==> src/rtl/adder_rr_arbiter_pkg.sv <==
// Shared types and helpers for the round-robin adder arbiter.
//   tag_t    : requester index carried through the tag FIFO (default N=4)
//   pick_t   : result of a round-robin scan {found, idx}
//   rr_pick  : scan a valid vector upward from a pointer, modulo n
//   ORPHAN_* : values of the sticky orphan-result flag
package adder_arb_pkg;

  localparam int ARB_N = 4;
  typedef logic [$clog2(ARB_N)-1:0] tag_t;

  // rr_pick works on vectors up to MAX_N wide; callers zero-extend.
  localparam int MAX_N = 16;
  localparam int VAL_W = 4;          // index width into a MAX_N vector
  localparam int IDX_W = VAL_W + 1;  // wide enough to also hold MAX_N itself

  typedef struct packed {
    logic             found;
    logic [IDX_W-1:0] idx;
  } pick_t;

  localparam logic ORPHAN_CLEAR = 1'b0;
  localparam logic ORPHAN_SET   = 1'b1;

  // Returns the first set bit at or after ptr (wrapping at n).
  function automatic pick_t rr_pick(input logic [MAX_N-1:0] valid,
                                    input logic [IDX_W-1:0] ptr,
                                    input logic [IDX_W-1:0] n);
    pick_t            res;
    logic [IDX_W:0]   cand;
    res = '0;
    // Walk from the farthest offset to the nearest so the nearest hit wins.
    for (int i = MAX_N - 1; i >= 0; i--) begin
      cand = {1'b0, ptr} + (IDX_W + 1)'(i);
      if (cand >= {1'b0, n}) begin
        cand = cand - {1'b0, n};
      end else begin
        cand = cand;
      end
      if ((IDX_W'(i) < n) && valid[cand[VAL_W-1:0]]) begin
        res.found = 1'b1;
        res.idx   = cand[IDX_W-1:0];
      end else begin
        res = res;
      end
    end
    return res;
  endfunction

endpackage

==> src/rtl/adder_rr_arbiter_if.sv <==
// Bus bundle between N requesters, the arbiter and the shared adder.
//   req_*     : per-requester operand handshake (operands packed i*W +: W)
//   rsp_*     : per-requester sum handshake, sum broadcast
//   add_in_*  : arbiter -> adder operand handshake
//   add_out_* : adder -> arbiter result handshake
// Modports: master = arbiter view, slave = requesters plus adder view.
interface adder_rr_arbiter_if #(
  parameter int N = 4,
  parameter int W = 32
);
  logic [N-1:0]   req_valid;
  logic [N-1:0]   req_ready;
  logic [N*W-1:0] req_a;
  logic [N*W-1:0] req_b;
  logic [N-1:0]   rsp_valid;
  logic [N-1:0]   rsp_ready;
  logic [W-1:0]   rsp_sum;
  logic           add_in_valid;
  logic           add_in_ready;
  logic [W-1:0]   add_in_a;
  logic [W-1:0]   add_in_b;
  logic           add_out_valid;
  logic           add_out_ready;
  logic [W-1:0]   add_out_sum;

  modport master (
    input  req_valid, req_a, req_b, rsp_ready, add_in_ready, add_out_valid, add_out_sum,
    output req_ready, rsp_valid, rsp_sum, add_in_valid, add_in_a, add_in_b, add_out_ready
  );

  modport slave (
    output req_valid, req_a, req_b, rsp_ready, add_in_ready, add_out_valid, add_out_sum,
    input  req_ready, rsp_valid, rsp_sum, add_in_valid, add_in_a, add_in_b, add_out_ready
  );
endinterface

==> src/rtl/adder_rr_arbiter_tag_fifo.sv <==
// In-order tag FIFO recording which requester owns each in-flight add.
// Ports: clk, rst_n (sync, active-low), push/pop requests, din/dout tag,
//        full/empty flags, count of stored tags. DEPTH must be a power of 2.
module arb_tag_fifo #(
  parameter int WIDTH = 2,
  parameter int DEPTH = 4
) (
  input  logic                       clk,
  input  logic                       rst_n,
  input  logic                       push,
  input  logic                       pop,
  input  logic [WIDTH-1:0]           din,
  output logic [WIDTH-1:0]           dout,
  output logic                       full,
  output logic                       empty,
  output logic [$clog2(DEPTH+1)-1:0] count
);
  localparam int PW = (DEPTH > 1) ? $clog2(DEPTH) : 1;
  localparam int CW = $clog2(DEPTH + 1);

  logic [WIDTH-1:0] mem_r [DEPTH];
  logic [PW-1:0]    wr_r;
  logic [PW-1:0]    rd_r;
  logic [CW-1:0]    cnt_r;
  logic             do_push_s;
  logic             do_pop_s;

  // Qualify requests against the current occupancy.
  always_comb begin
    do_push_s = push & ~full;
    do_pop_s  = pop & ~empty;
  end

  // Pointers and occupancy; pointers wrap naturally because DEPTH is 2^k.
  always_ff @(posedge clk) begin
    if (!rst_n) begin
      wr_r  <= {PW{1'b0}};
      rd_r  <= {PW{1'b0}};
      cnt_r <= {CW{1'b0}};
    end else begin
      if (do_push_s) wr_r <= wr_r + PW'(1);
      if (do_pop_s)  rd_r <= rd_r + PW'(1);
      case ({do_push_s, do_pop_s})
        2'b10:   cnt_r <= cnt_r + CW'(1);
        2'b01:   cnt_r <= cnt_r - CW'(1);
        default: cnt_r <= cnt_r;
      endcase
    end
  end

  // Tag storage.
  always_ff @(posedge clk) begin
    if (!rst_n) begin
      for (int i = 0; i < DEPTH; i++) mem_r[i] <= {WIDTH{1'b0}};
    end else if (do_push_s) begin
      mem_r[wr_r] <= din;
    end
  end

  assign dout  = mem_r[rd_r];
  assign full  = (cnt_r == CW'(DEPTH));
  assign empty = (cnt_r == {CW{1'b0}});
  assign count = cnt_r;
endmodule

==> src/rtl/adder_rr_arbiter.sv <==
// Shares one ready/valid adder among N requesters with round-robin grants.
// Each issued operand pair records its requester tag in an in-order FIFO;
// returning sums are steered to the requester at the FIFO head.
// Ports: clk, rst_n (sync, active-low), bus (master modport: requester and
//        adder handshakes), outstanding (tags in flight), err_orphan (sticky:
//        adder result seen with no tag outstanding). N must not exceed 16.
module adder_rr_arbiter
  import adder_arb_pkg::*;
#(
  parameter int N     = 4,
  parameter int W     = 32,
  parameter int DEPTH = 4
) (
  input  logic                       clk,
  input  logic                       rst_n,
  adder_rr_arbiter_if.master         bus,
  output logic [$clog2(DEPTH+1)-1:0] outstanding,
  output logic                       err_orphan
);
  localparam int TW = $clog2(N);

  logic [TW-1:0]       rr_ptr_r;
  logic                err_orphan_r;
  logic [MAX_N-1:0]    valid_ext_s;
  pick_t               pick_s;
  logic [IDX_W-TW-1:0] pick_unused_s;
  logic [TW-1:0]       grant_s;
  logic [TW-1:0]       head_s;
  logic                issue_ok_s;
  logic                push_s;
  logic                pop_s;
  logic                out_ready_s;
  logic                full_s;
  logic                empty_s;

  // Round-robin scan starting at rr_ptr.
  always_comb begin
    valid_ext_s        = {MAX_N{1'b0}};
    valid_ext_s[N-1:0] = bus.req_valid;
    pick_s             = rr_pick(valid_ext_s, IDX_W'(rr_ptr_r), IDX_W'(N));
    {pick_unused_s, grant_s} = pick_s.idx;
  end

  // Issue path: grant mux toward the adder; stalls whenever the tag FIFO is full.
  always_comb begin
    issue_ok_s       = pick_s.found & ~full_s;
    push_s           = issue_ok_s & bus.add_in_ready;
    bus.add_in_valid = issue_ok_s;
    bus.add_in_a     = {W{1'b0}};
    bus.add_in_b     = {W{1'b0}};
    bus.req_ready    = {N{1'b0}};
    for (int i = 0; i < N; i++) begin
      if (issue_ok_s && (grant_s == TW'(i))) begin
        bus.add_in_a     = bus.req_a[i*W +: W];
        bus.add_in_b     = bus.req_b[i*W +: W];
        bus.req_ready[i] = bus.add_in_ready;
      end else begin
        bus.req_ready[i] = 1'b0;
      end
    end
  end

  // Response path: steer the adder result to the owner of the head tag.
  always_comb begin
    out_ready_s           = ~empty_s & bus.rsp_ready[head_s];
    bus.add_out_ready     = out_ready_s;
    bus.rsp_sum           = bus.add_out_sum;
    bus.rsp_valid         = {N{1'b0}};
    bus.rsp_valid[head_s] = bus.add_out_valid & ~empty_s;
    pop_s                 = bus.add_out_valid & out_ready_s;
  end

  // Pointer advances past the granted port only when the issue actually fires.
  always_ff @(posedge clk) begin
    if (!rst_n) begin
      rr_ptr_r <= {TW{1'b0}};
    end else if (push_s) begin
      rr_ptr_r <= (grant_s == TW'(N - 1)) ? {TW{1'b0}} : grant_s + TW'(1);
    end
  end

  // Sticky flag for a result arriving with nothing outstanding.
  always_ff @(posedge clk) begin
    if (!rst_n) begin
      err_orphan_r <= ORPHAN_CLEAR;
    end else if (bus.add_out_valid && empty_s) begin
      err_orphan_r <= ORPHAN_SET;
    end
  end

  assign err_orphan = err_orphan_r;

  arb_tag_fifo #(
    .WIDTH (TW),
    .DEPTH (DEPTH)
  ) u_tag_fifo (
    .clk   (clk),
    .rst_n (rst_n),
    .push  (push_s),
    .pop   (pop_s),
    .din   (grant_s),
    .dout  (head_s),
    .full  (full_s),
    .empty (empty_s),
    .count (outstanding)
  );
endmodule

==> src/flat_wrapper.sv <==
// flat-port wrapper written by rule: the top's interface ports become plain ports
module adder_rr_arbiter_flat import adder_arb_pkg::*;
#(
  parameter int N     = 4,
  parameter int W     = 32,
  parameter int DEPTH = 4
)
  (clk, rst_n, outstanding, err_orphan, bus_req_valid, bus_req_a, bus_req_b, bus_rsp_ready, bus_add_in_ready, bus_add_out_valid, bus_add_out_sum, bus_req_ready, bus_rsp_valid, bus_rsp_sum, bus_add_in_valid, bus_add_in_a, bus_add_in_b, bus_add_out_ready);
  adder_rr_arbiter_if #(.N(N), .W(W)) bus_i ();
  input  logic clk;
  input  logic rst_n;
  output logic [$clog2(DEPTH+1)-1:0] outstanding;
  output logic err_orphan;
  input wire logic [$bits(bus_i.req_valid)-1:0] bus_req_valid;
  input wire logic [$bits(bus_i.req_a)-1:0] bus_req_a;
  input wire logic [$bits(bus_i.req_b)-1:0] bus_req_b;
  input wire logic [$bits(bus_i.rsp_ready)-1:0] bus_rsp_ready;
  input wire logic [$bits(bus_i.add_in_ready)-1:0] bus_add_in_ready;
  input wire logic [$bits(bus_i.add_out_valid)-1:0] bus_add_out_valid;
  input wire logic [$bits(bus_i.add_out_sum)-1:0] bus_add_out_sum;
  output wire logic [$bits(bus_i.req_ready)-1:0] bus_req_ready;
  output wire logic [$bits(bus_i.rsp_valid)-1:0] bus_rsp_valid;
  output wire logic [$bits(bus_i.rsp_sum)-1:0] bus_rsp_sum;
  output wire logic [$bits(bus_i.add_in_valid)-1:0] bus_add_in_valid;
  output wire logic [$bits(bus_i.add_in_a)-1:0] bus_add_in_a;
  output wire logic [$bits(bus_i.add_in_b)-1:0] bus_add_in_b;
  output wire logic [$bits(bus_i.add_out_ready)-1:0] bus_add_out_ready;
  assign bus_i.req_valid = bus_req_valid;
  assign bus_i.req_a = bus_req_a;
  assign bus_i.req_b = bus_req_b;
  assign bus_i.rsp_ready = bus_rsp_ready;
  assign bus_i.add_in_ready = bus_add_in_ready;
  assign bus_i.add_out_valid = bus_add_out_valid;
  assign bus_i.add_out_sum = bus_add_out_sum;
  assign bus_req_ready = bus_i.req_ready;
  assign bus_rsp_valid = bus_i.rsp_valid;
  assign bus_rsp_sum = bus_i.rsp_sum;
  assign bus_add_in_valid = bus_i.add_in_valid;
  assign bus_add_in_a = bus_i.add_in_a;
  assign bus_add_in_b = bus_i.add_in_b;
  assign bus_add_out_ready = bus_i.add_out_ready;
  adder_rr_arbiter #(.N(N), .W(W), .DEPTH(DEPTH)) u_core (.clk(clk), .rst_n(rst_n), .bus(bus_i), .outstanding(outstanding), .err_orphan(err_orphan));
endmodule
==> config.mk <==
export PLATFORM = sky130hd
export DESIGN_NAME = adder_rr_arbiter_flat
export DESIGN_NICKNAME = d
export VERILOG_FILES = /design/src/rtl/adder_rr_arbiter_pkg.sv /design/src/rtl/adder_rr_arbiter_if.sv /design/src/rtl/adder_rr_arbiter_tag_fifo.sv /design/src/rtl/adder_rr_arbiter.sv /design/src/flat_wrapper.sv
export SDC_FILE = /design/constraint.sdc
export NUM_CORES = 1
export LEC_CHECK = 0
export ABC_AREA = 0
export CAP_MARGIN = 20
export CORE_AREA = 2 2 158 160
export DETAILED_ROUTE_END_ITERATION = 8
export DIE_AREA = 0 0 160 162
export PLACE_DENSITY = 0.55
export SLEW_MARGIN = 20
export SYNTH_ARGS = -nofsm -noshare
export SYNTH_HDL_FRONTEND = slang
export SYNTH_SLANG_ARGS = --single-unit
==> constraint.sdc <==
create_clock -name clk -period 3.1 [get_ports clk]
set_input_delay 0.31 -clock clk [delete_from_list [all_inputs] [get_ports clk]]
set_output_delay 0.31 -clock clk [all_outputs]
set_load 0.05 [all_outputs]
# Word level (Yosys, flattened, before mapping)
# Memories as Yosys holds them, arrays and structs flattened. A register that Yosys moved wholly into a read port is not among the register bits.
# Index checks and enable logic that the tools add are counted.
# W data, S select, Z words.
[classes]
n_reduce_logical = 10
n_mux = 43
bitwise = 10
addsub = 12
n_eq_ne = 6
order_cmp = 10
[op_table]
columns = ["operator", "count"]
rows = [
  ["$mux W32", 8],
  ["$mux W6", 4],
  ["$lt A4 B5 Y1 const B", 4],
  ["$mux W5", 4],
  ["$ge A6 B3 Y1 const B", 3],
  ["$bmux W1 S4", 4],
  ["$mux W1", 15],
  ["$sub A5 B3 Y5 const B", 3],
  ["$mux W2", 5],
  ["$and A1 B1 Y1", 7],
  ["$add A2 B1 Y2 const B", 3],
  ["$add A2 B2 Y3 const B", 2],
  ["$eq A2 B2 Y1 const B", 3],
  ["$logic_and A1 B1 Y1", 6],
  ["$pmux W3 S2", 1],
  ["$and A4 B4 Y4", 1],
  ["$eq A2 B1 Y1 const B", 2],
  ["$sub A2 B3 Y4 const B", 1],
  ["$add A2 B1 Y3 const B", 1],
  ["$add A3 B1 Y3 const B", 1],
  ["$eq A3 B3 Y1 const B", 1],
  ["$ge A2 B3 Y1 const B", 1],
  ["$logic_not A3 Y1", 1],
  ["$lt A2 B3 Y1 const B", 1],
  ["other kinds (8)", 9],
]
[totals]
inputBits = 300
ramBits = 8
ff_bits = 10
output_inout_bits = 110
mem_count = 1
[memory_table]
columns = ["memory", "depth", "word_bits", "read_ports", "rd_ports_with_merged_regs", "write_ports", "line", "rtl"]
rows = [
  ["u_core.u_tag_fifo.mem_r", 4, 2, 1, 1, 4, "adder_rr_arbiter_tag_fifo.sv:21", "logic [WIDTH-1:0] mem_r [DEPTH];"],
]

# Depth between registers and ports, before layout
# Gate-level depths: netlist (run 1).
[logic_depth]
depth_word = 17
mapped_depth = 16
mapped_depth_nobuf = 13

# By module
# A second synthesis (run 1) with hierarchy kept.
[unflattened]
cells_unflattened = 554
area_unflattened_um2 = 3587.2
[by_module_without_submodules]
columns = ["module", "area_per_inst_um2", "cells_per_inst", "instances", "seq_area_each_um2"]
rows = [
  ["adder_rr_arbiter", 2793.9, 482, 1, 60.1],
  ["arb_tag_fifo", 793.3, 72, 1, 420.4],
]

# Worst setup path after synthesis (run 1)
# Ideal clock, no wire load.
[synth_timing]
path_type = "reg-to-output"
from = "reg u_core.rr_ptr_r[0]"
to = "out bus_add_in_a[31]"
path_stages_with_launch = 14
setup_slack_ns = -0.867
n_path_buf = 4
arrival_ns = 3.657
required_time_ns = 2.790
cell_sequence = "dfxtp_1 > buf_6 > inv_1 > ha_1 > or3_4 > a21oi_1 > nor3_1 > nor2_1 > ha_1 > clkbuf_1 > clkbuf_1 > clkbuf_1 > a21oi_1 > nor2_1"
[synth_via]
elab_chain_cells = 15
elab_cells_between_ends = 40
cone_classes = "add/sub (7); order compare (4); eq/ne (3); mux (20); bitwise (1); reduce/logical (5)"
[synth_rtl]
columns = ["item", "line", "rtl"]
rows = [
  ["from (decl)", "adder_rr_arbiter.sv:22", "logic [TW-1:0] rr_ptr_r;"],
  ["from (signal assigned)", "adder_rr_arbiter.sv:76", "rr_ptr_r <= {TW{1'b0}};"],
  ["from (signal assigned)", "adder_rr_arbiter.sv:78", "rr_ptr_r <= (grant_s == TW'(N - 1)) ? {TW{1'b0}} : grant_s + TW'(1);"],
  ["$add A2 B2 Y3", "adder_rr_arbiter_pkg.sv:33", "cand = {1'b0, ptr} + (IDX_W + 1)'(i);"],
  ["$sub A5 B3 Y5 or $ge A6 B3 Y1 (tied branches)", "adder_rr_arbiter_pkg.sv:35, adder_rr_arbiter_pkg.sv:34", ""],
  ["$mux W5", "adder_rr_arbiter_pkg.sv:34", "if (cand >= {1'b0, n}) begin"],
  ["$bmux W1 S4", "adder_rr_arbiter_pkg.sv:39", "if ((IDX_W'(i) < n) && valid[cand[VAL_W-1:0]]) begin"],
  ["$mux W1 (implied by the code)", "adder_rr_arbiter_pkg.sv:39", ""],
  ["$mux W6 (3 in a row)", "adder_rr_arbiter_pkg.sv:39", ""],
  ["$mux W6 (*)", "adder_rr_arbiter_pkg.sv:39", ""],
  ["$and A1 B1 Y1 or $logic_not A2 Y1 (tied branches)", "adder_rr_arbiter.sv:46, adder_rr_arbiter.sv:53", ""],
  ["$logic_and A1 B1 Y1", "adder_rr_arbiter.sv:53", "if (issue_ok_s && (grant_s == TW'(i))) begin"],
  ["$mux W32 (3 in a row)", "adder_rr_arbiter.sv:53", ""],
  ["$mux W32 (*)", "adder_rr_arbiter.sv:53", ""],
  ["to (decl)", "flat_wrapper.sv:25", "output wire logic [$bits(bus_i.add_in_a)-1:0] bus_add_in_a;"],
]
# Every way passes the cells marked *; elsewhere a longest branch is shown, timed or not. The select of a mux whose other input is x is not followed.

# Final worst setup path (run 1)
[layout_timing]
from = "reg u_core.rr_ptr_r[0]"
to = "out bus_add_in_b[10]"
[layout_via]
elab_chain_cells = 15
elab_cells_between_ends = 40
cone_classes = "add/sub (7); order compare (4); eq/ne (3); mux (20); bitwise (1); reduce/logical (5)"
[layout_rtl]
columns = ["item", "line", "rtl"]
rows = [
  ["$add A2 B2 Y3", "adder_rr_arbiter_pkg.sv:33", ""],
  ["$sub A5 B3 Y5 or $ge A6 B3 Y1 (tied branches)", "adder_rr_arbiter_pkg.sv:35, adder_rr_arbiter_pkg.sv:34", ""],
  ["$mux W5", "adder_rr_arbiter_pkg.sv:34", ""],
  ["$bmux W1 S4", "adder_rr_arbiter_pkg.sv:39", ""],
  ["$mux W1 (implied by the code)", "adder_rr_arbiter_pkg.sv:39", ""],
  ["$mux W6 (3 in a row)", "adder_rr_arbiter_pkg.sv:39", ""],
  ["$mux W6 (*)", "adder_rr_arbiter_pkg.sv:39", ""],
  ["$and A1 B1 Y1 or $logic_not A2 Y1 (tied branches)", "adder_rr_arbiter.sv:46, adder_rr_arbiter.sv:53", ""],
  ["$logic_and A1 B1 Y1", "adder_rr_arbiter.sv:53", ""],
  ["$mux W32 (3 in a row)", "adder_rr_arbiter.sv:53", ""],
  ["$mux W32 (*)", "adder_rr_arbiter.sv:53", ""],
  ["to (decl)", "flat_wrapper.sv:26", "output wire logic [$bits(bus_i.add_in_b)-1:0] bus_add_in_b;"],
]
# Marks and branches as above.

==> metrics.md, run 1 <==
| Metric | Value |
|---|---|
| Final period utilization | 1.14 |
| Clock tree buffer depth | 2 |
| Worst Hold Depth | 2 |
| Count of unique library cells instantiated by Yosys | 44 |
| Share of synthesized registers carrying an async set or reset | 0 |
| Initial DRC count | 279 |
| Final design utilization | 0.439 |
| Worst-margin pin slew | 0.533 ns |
| Share of the synthesized area in the top cell type | 0.156 |
| Data required time of the worst path | 2.79 ns |
| Cell type of the slowest stage on the worst timing path | sky130_fd_sc_hd__dfxtp_4 |
| Vert. Die Dim | 162 um |
| Number of placed I/O pins | 410 |
| Final-layout worst hold slack | 0.507 ns |
| Most common flop cell mapped by yosys | sky130_fd_sc_hd__dfxtp_1 |
| Wire length of the first global-routing pass | 34.7 mm |
| Total congestion overflow after global routing | 0 |
| Mean routed wirelength per cell | 17.1 um |
| Total non-filler cell area in the finished layout | 0.0106 mm^2 |
| Synthesized-area fraction occupied by ao, oa, aoi and oai cells | 0.264 |
| DRC violation count after routing | 0 |
| Root buffer cell | sky130_fd_sc_hd__clkbuf_16 |
| Area added between synthesis and finish | 154% |
| Synth Area in Simple Gates | 0.416 |
| Final ANT Viol Nets | 0 |
| Sequential share of the synthesized area | 0.115 |
| Number of buffers inserted during clock tree synthesis | 3 |
| Gpl congestion | 0.864 |
| Category of the worst setup path capture point | output port |
| Top achievable clock speed | 0.282 GHz |
| WL final | 23.6 mm |
| Number of vias in the routed layout | 6100 |
| Cell count of the worst reg-to-reg path | 12 |
| Reg2Reg Launch Point | u_core.rr_ptr_r[0] |
| Total routing resource utilization after global routing | 0.169 |
| Most common library cell in the layout ignoring fill and taps | sky130_fd_sc_hd__clkdlybuf4s50_1 |
| Violations in the final reports | negative setup slack |
| Type of the most critical hold path | register to register |
| XOR/XNOR share of the synthesized area | 0.0126 |
| Worst flop-to-flop path endpoint | u_core.u_tag_fifo.count[2] |
| Adder and majority cell fraction of the synthesized area | 0.0318 |
| Worst hold start | u_core.err_orphan |
| Initial core utilization | 0.173 |
| Die width | 160 um |
| Final hold violation count | 0 |
| Die Outline Area | 0.0259 mm^2 |
| Number of antenna violations at the first check in global routing | 0 |
| Maximum Capacitance Violations | 0 |
| Clock tree from TritonCTS | built |
| I/O Buffers | 345 |
| Total nets after synthesis | 980 |
| Clock net sink count | 20 |
| Relative max-transition margin | 0.644 |
| RSZ-0062 raised after global routing | true |
| H-tree depth | 1 |
| Largest area contributor in the netlist | sky130_fd_sc_hd__a21oi_1 |
| Clock latency reported for the late side of the worst-skew pair | 0.25 ns |
| Placed cell area | 0.00924 mm^2 |
| Final clock skew | 0.000954 ns |
| Time the final worst path needs with I/O delays and setup | 3.54 ns |
| DR vias/cell | 4.41 |
| Dominant combinational cell family by area after synthesis | simple AND/OR/NAND/NOR gates |
| Combined area of all synthesized cells | 0.00417 mm^2 |
| Maximum number of pins on one net before global-route repair | 38 |
| HPWL Detailed | 17.5 mm |
| Critical Path Source Type | register |
| Arrival @ worst endpoint | 3.23 ns |
| Post-layout worst setup margin | -0.444 ns |
| Net count of the finished layout | 1370 |
| Clock-pin slew reported for the worst setup and hold paths after clock tree synthesis | 0.06 ns |
| Outcome | finished, violations left |
| Number of optimization iterations in the first detailed-route pass | 6 |
| Top cells by area, synth | sky130_fd_sc_hd__a21oi_1 (16%), sky130_fd_sc_hd__nand2_1 (12%), sky130_fd_sc_hd__nand3b_1 (11%) |
| Count of pins over their slew limit | 0 |
| Count of flip-flops with a built-in enable after synthesis | 8 |
| Crit path max fanout | 6 |
| Critical path, cell by cell | inv_4 > ha_4 > or3_4 > a21oi_4 > o31a_1 > nor2_4 > ha_4 > clkbuf_16 > buf_8 > nand3b_1 > a21oi_1 > a21oi_1 > o21ai_1 > and2_4 > buf_12 |
| Worst reg-to-reg setup slack | 0.16 ns |
| Max stage delay on crit path | 0.41 ns |
| Total of fill cells in the finished design | 2436 |
| Multiplexer area fraction after synthesis | 0.0336 |
| Finish-stage setup viols | 66 |
| Most used cells in the layout excluding fill and tap cells | sky130_fd_sc_hd__clkdlybuf4s50_1 (272), sky130_fd_sc_hd__nand2_1 (130), sky130_fd_sc_hd__buf_12 (88), sky130_fd_sc_hd__a21oi_2 (70), sky130_fd_sc_hd__buf_4 (70) |
| Cell count after synthesis | 670 |
| Yosys warning total | 0 |
| Fraction of layout cells with a size suffix above 1 | 0.372 |
| Syn Area/Cell | 6.22 um^2 |
| Hold worst-path end | u_core.err_orphan |
| Class of the most critical setup path | register to output port |
| Cts hold-fix bufs | 0 |
| Post-synthesis register bit count | 20 |
| Number of diodes added for antenna fixing | 0 |
| Site row count | 57 |
| Total core area | 0.0241 mm^2 |
| Vias in the first global route | 6204 |
worst max path at each step:
stage	end	from	cells past startpoint
floorplan	bus_add_in_a[14]	u_core.rr_ptr_r[0]	15
global placement	bus_add_in_a[21]	bus_req_valid[2]	14
detailed placement	bus_add_in_b[29]	bus_req_valid[0]	15
CTS	bus_add_in_b[10]	u_core.rr_ptr_r[0]	15
global route	bus_add_in_b[25]	u_core.rr_ptr_r[0]	15
finish	bus_add_in_b[10]	u_core.rr_ptr_r[0]	15
cell type report:
class	instances	area, um^2	area share
inverters	9	36.3	0.00343
repair buffers	476	5730	0.541
well taps	324	405	0.0383
clock inverters	1	30.0	0.00284
clock buffers	3	75.1	0.00709
flip-flops and latches	20	488	0.0461
multi-input cells	550	3820	0.361
metrics by stage:
| step | setup slack (ns) | instances | TNS (ns) |
|---|---|---|---|
| after floorplan | -0.00418 | 670 | -0.0355 |
| after global placement | -0.364 | 1334 | -18.99 |
| after detailed placement | -0.469 | 1334 | -24.82 |
| after CTS | -0.359 | 1374 | -18.25 |
| after global routing | -0.538 | 1383 | -30.90 |
| final | -0.444 | 1383 | -23.09 |
what timing repair did:
action                                  CTS  global route
pin swaps                                29            47
setup buffers                            27             7
resized for setup                       132            56
endpoints found under the setup margin   68            69
cloned                                    9             2
Yosys cell counts, types with 3 or more instances:
cell type and instances:
sky130_fd_sc_hd__buf_6 4, sky130_fd_sc_hd__nor3_1 10, sky130_fd_sc_hd__ha_1 9, sky130_fd_sc_hd__inv_1 8, sky130_fd_sc_hd__buf_1 4, sky130_fd_sc_hd__dfxtp_1 12, sky130_fd_sc_hd__and2_4 20, sky130_fd_sc_hd__nand3_1 3
sky130_fd_sc_hd__edfxtp_1 8, sky130_fd_sc_hd__nor2b_1 10, sky130_fd_sc_hd__mux2i_1 5, sky130_fd_sc_hd__o21ai_0 67, sky130_fd_sc_hd__a21boi_0 3, sky130_fd_sc_hd__xnor2_1 5, sky130_fd_sc_hd__buf_4 33, sky130_fd_sc_hd__clkbuf_1 50
sky130_fd_sc_hd__a21oi_1 130, sky130_fd_sc_hd__and2_1 48, sky130_fd_sc_hd__and3_1 5, sky130_fd_sc_hd__mux4_2 3, sky130_fd_sc_hd__nor2_1 9, sky130_fd_sc_hd__nand2_1 133, sky130_fd_sc_hd__nor4_1 3, sky130_fd_sc_hd__nand3b_1 63
per-layer routing:
metal,up-vias,wire length (um),global-route usage
met5,-,0,0
met4,0,340,0.0295
met3,18,1450,0.0332
met2,234,11900,0.315
met1,2784,9920,0.204
li1,3064,-,-
sequential cells by signal, summed over array words and instances, names as in the netlist, named ones only:
register,flops
u_core.rr_ptr_r,2
u_core.u_tag_fifo.rd_r,2
u_core.u_tag_fifo.mem_r,8
u_core.u_tag_fifo.count,3
u_core.u_tag_fifo.wr_r,2
u_core.err_orphan,1
logic make-up (layout without fill, tap and decap cells):
family          count (synthesis)  in the layout
flops                          20             20
fa+ha+maj                      10             10
buf+inv                       100            489
compound gates                211            211
simple gates                  313            313
mux                            10             10
xor+xnor                        6              6
worst max-delay path, delay by kind of cell, from the launching register on:
family | cells | cell delay (ns)
and+or+nand+nor | 4 | 0.79
AOI/OAI and AO/OA | 5 | 0.83
buffers and inverters | 4 | 0.49
DFF | 1 | 0.41
adders and majority gates | 2 | 0.46
Power of run 1 is left out: the tool's default activity adds up to more than one toggle a clock period on the data nets, which glitch-free logic cannot reach.
==> inputs of run 2 (changes only) <==
==> constraint.sdc (replaced) <==
create_clock -name clk -period 3.1 [get_ports clk]
set_input_delay 0.465 -clock clk [delete_from_list [all_inputs] [get_ports clk]]
set_output_delay 0.465 -clock clk [all_outputs]
set_load 0.05 [all_outputs]
==> metrics.md, run 2 (synthesis gave the netlist of run 1 again) <==
| Metric | Value |
|---|---|
| Outcome | finished, violations left |
| Violations in the final reports | negative setup slack |
| Clock latency reported for the late side of the worst-skew pair | 0.25 ns |
| Root buffer cell | sky130_fd_sc_hd__clkbuf_16 |
| RSZ-0062 raised after global routing | true |
| Clock net sink count | 20 |
| Vert. Die Dim | 162 um |
| HPWL Detailed | 17.3 mm |
| Maximum number of pins on one net before global-route repair | 59 |
| Register containing the most flip-flops in the final layout | u_core.u_tag_fifo.mem_r |
| Data required time of the worst path | 2.63 ns |
| Final clock skew | 0.00325 ns |
| Total of fill cells in the finished design | 2433 |
| Type of the most critical hold path | register to register |
| Most used cells in the layout excluding fill and tap cells | sky130_fd_sc_hd__clkdlybuf4s50_1 (267), sky130_fd_sc_hd__nand2_1 (120), sky130_fd_sc_hd__buf_12 (87), sky130_fd_sc_hd__a21oi_1 (70), sky130_fd_sc_hd__nand3b_1 (63) |
| Worst-margin pin slew | 0.537 ns |
| Crit path max fanout | 6 |
| Initial core utilization | 0.173 |
| Final period utilization | 1.20 |
| Number of optimization iterations in the first detailed-route pass | 4 |
| Cts hold-fix bufs | 0 |
| Mean routed wirelength per cell | 18.8 um |
| Die Outline Area | 0.0259 mm^2 |
| Site row count | 57 |
| Net count of the finished layout | 1346 |
| Clock-pin slew reported for the worst setup and hold paths after clock tree synthesis | 0.06 ns |
| Vias in the first global route | 6304 |
| Number of placed I/O pins | 410 |
| Finish-stage setup viols | 67 |
| Fraction of layout cells with a size suffix above 1 | 0.355 |
| Time the final worst path needs with I/O delays and setup | 3.72 ns |
| Die width | 160 um |
| Total routing resource utilization after global routing | 0.183 |
| Relative max-transition margin | 0.641 |
| Wire length of the first global-routing pass | 37.0 mm |
| Clock tree buffer depth | 2 |
| Number of vias in the routed layout | 6161 |
| Most common library cell in the layout ignoring fill and taps | sky130_fd_sc_hd__clkdlybuf4s50_1 |
| Maximum Capacitance Violations | 0 |
| WL final | 25.6 mm |
| Top achievable clock speed | 0.269 GHz |
| Clock tree from TritonCTS | built |
| Initial DRC count | 253 |
| Total core area | 0.0241 mm^2 |
| DR vias/cell | 4.53 |
| DRC violation count after routing | 0 |
| Critical Path Source Type | register |
| Area added between synthesis and finish | 152% |
| Gpl congestion | 0.869 |
| Class of the most critical setup path | register to output port |
| Category of the worst setup path capture point | output port |
| Final hold violation count | 0 |
| Arrival @ worst endpoint | 3.25 ns |
| Number of antenna violations at the first check in global routing | 1 |
| Count of pins over their slew limit | 0 |
| Final ANT Viol Nets | 0 |
| Number of buffers inserted during clock tree synthesis | 3 |
| Number of flip-flops under the largest register name | 8 |
| Summed negative setup slack over all endpoints | -34.49 ns |
| Total congestion overflow after global routing | 0 |
| H-tree depth | 1 |
| I/O Buffers | 345 |
| Post-layout worst setup margin | -0.616 ns |
==> run 2: changes by cell type in the layout (fill, tap and decap cells not counted), moves of 6 or more <==
cell,previous run,this run
sky130_fd_sc_hd__buf_4,70,55
sky130_fd_sc_hd__nand2_4,0,6
sky130_fd_sc_hd__nand2_1,130,120
sky130_fd_sc_hd__buf_6,27,18
sky130_fd_sc_hd__a21oi_2,70,58
sky130_fd_sc_hd__a21oi_1,57,70
==> run 2: what timing repair did <==
action / in CTS / in global routing
endpoints found under the setup margin: 71 / 70
gates resized for setup: 105 / 65
setup buffers: 26 / 9
cloned: 17 / 3
pin swaps: 77 / 60
==> run 2: worst max-delay path: stages (launching register included) <==
cell and delay [ns]:
sky130_fd_sc_hd__dfxtp_4 0.36, sky130_fd_sc_hd__buf_6 0.12, sky130_fd_sc_hd__ha_4 0.14, sky130_fd_sc_hd__nor2b_4 0.12, sky130_fd_sc_hd__or3_4 0.40, sky130_fd_sc_hd__a21oi_4 0.18, sky130_fd_sc_hd__o31a_1 0.23, sky130_fd_sc_hd__nor2_4 0.06
sky130_fd_sc_hd__ha_4 0.19, sky130_fd_sc_hd__buf_12 0.15, sky130_fd_sc_hd__buf_12 0.14, sky130_fd_sc_hd__buf_8 0.12, sky130_fd_sc_hd__nand3b_1 0.18, sky130_fd_sc_hd__a21oi_2 0.16, sky130_fd_sc_hd__a21oi_2 0.04, sky130_fd_sc_hd__o21ai_1 0.12
sky130_fd_sc_hd__and2_4 0.17, sky130_fd_sc_hd__buf_12 0.13
==> run 2: final timing paths <==
kind / start / endpoint / slack, ns / depth (start not counted)
worst min-delay path: u_core.err_orphan / u_core.err_orphan / 0.51 / 2
worst min register to register: u_core.err_orphan / u_core.err_orphan / 0.51 / 2
worst max-delay path: u_core.rr_ptr_r[1] / bus_add_in_a[10] / -0.62 / 17
worst max register to register: u_core.rr_ptr_r[0] / u_core.u_tag_fifo.count[2] / 0.22 / 12
==> run 2: area by class of cell <==
type | count | area (um^2) | share of cell area
Timing Repair Buffer | 452 | 5610 | 0.535
Multi-Input combinational cell | 550 | 3840 | 0.366
Sequential cell | 20 | 488 | 0.0465
Tap cell | 324 | 405 | 0.0386
Clock buffer | 3 | 75.1 | 0.00715
Inverter | 9 | 43.8 | 0.00417
Clock inverter | 1 | 30.0 | 0.00286
Antenna cell | 1 | 2.50 | 0.000238
==> run 2: stage by stage <==
stage / std cells / area [um^2] / util / setup WS (ns) / hold slack (ns)
floorplan: 670 / 4500 / - / -0.108 / 0.525
global route: 1360 / 10500 / 0.436 / -0.780 / 0.576
global placement: 1304 / 9040 / 0.375 / -0.749 / 0.480
CTS: 1351 / 10200 / 0.424 / -0.581 / 0.524
detailed placement: 1304 / 9040 / 0.375 / -0.766 / 0.507
finish: 1360 / 10500 / 0.436 / -0.616 / 0.511
==> run 2: routing by layer <==
layer  wire (um)  vias up  track usage
met4         733        0       0.0598
met5           0        -            0
met3        1730       41       0.0421
li1            -     3018            -
met1       10000     2834        0.211
met2       13100      268        0.336
Power of run 2 is left out for the same reason.
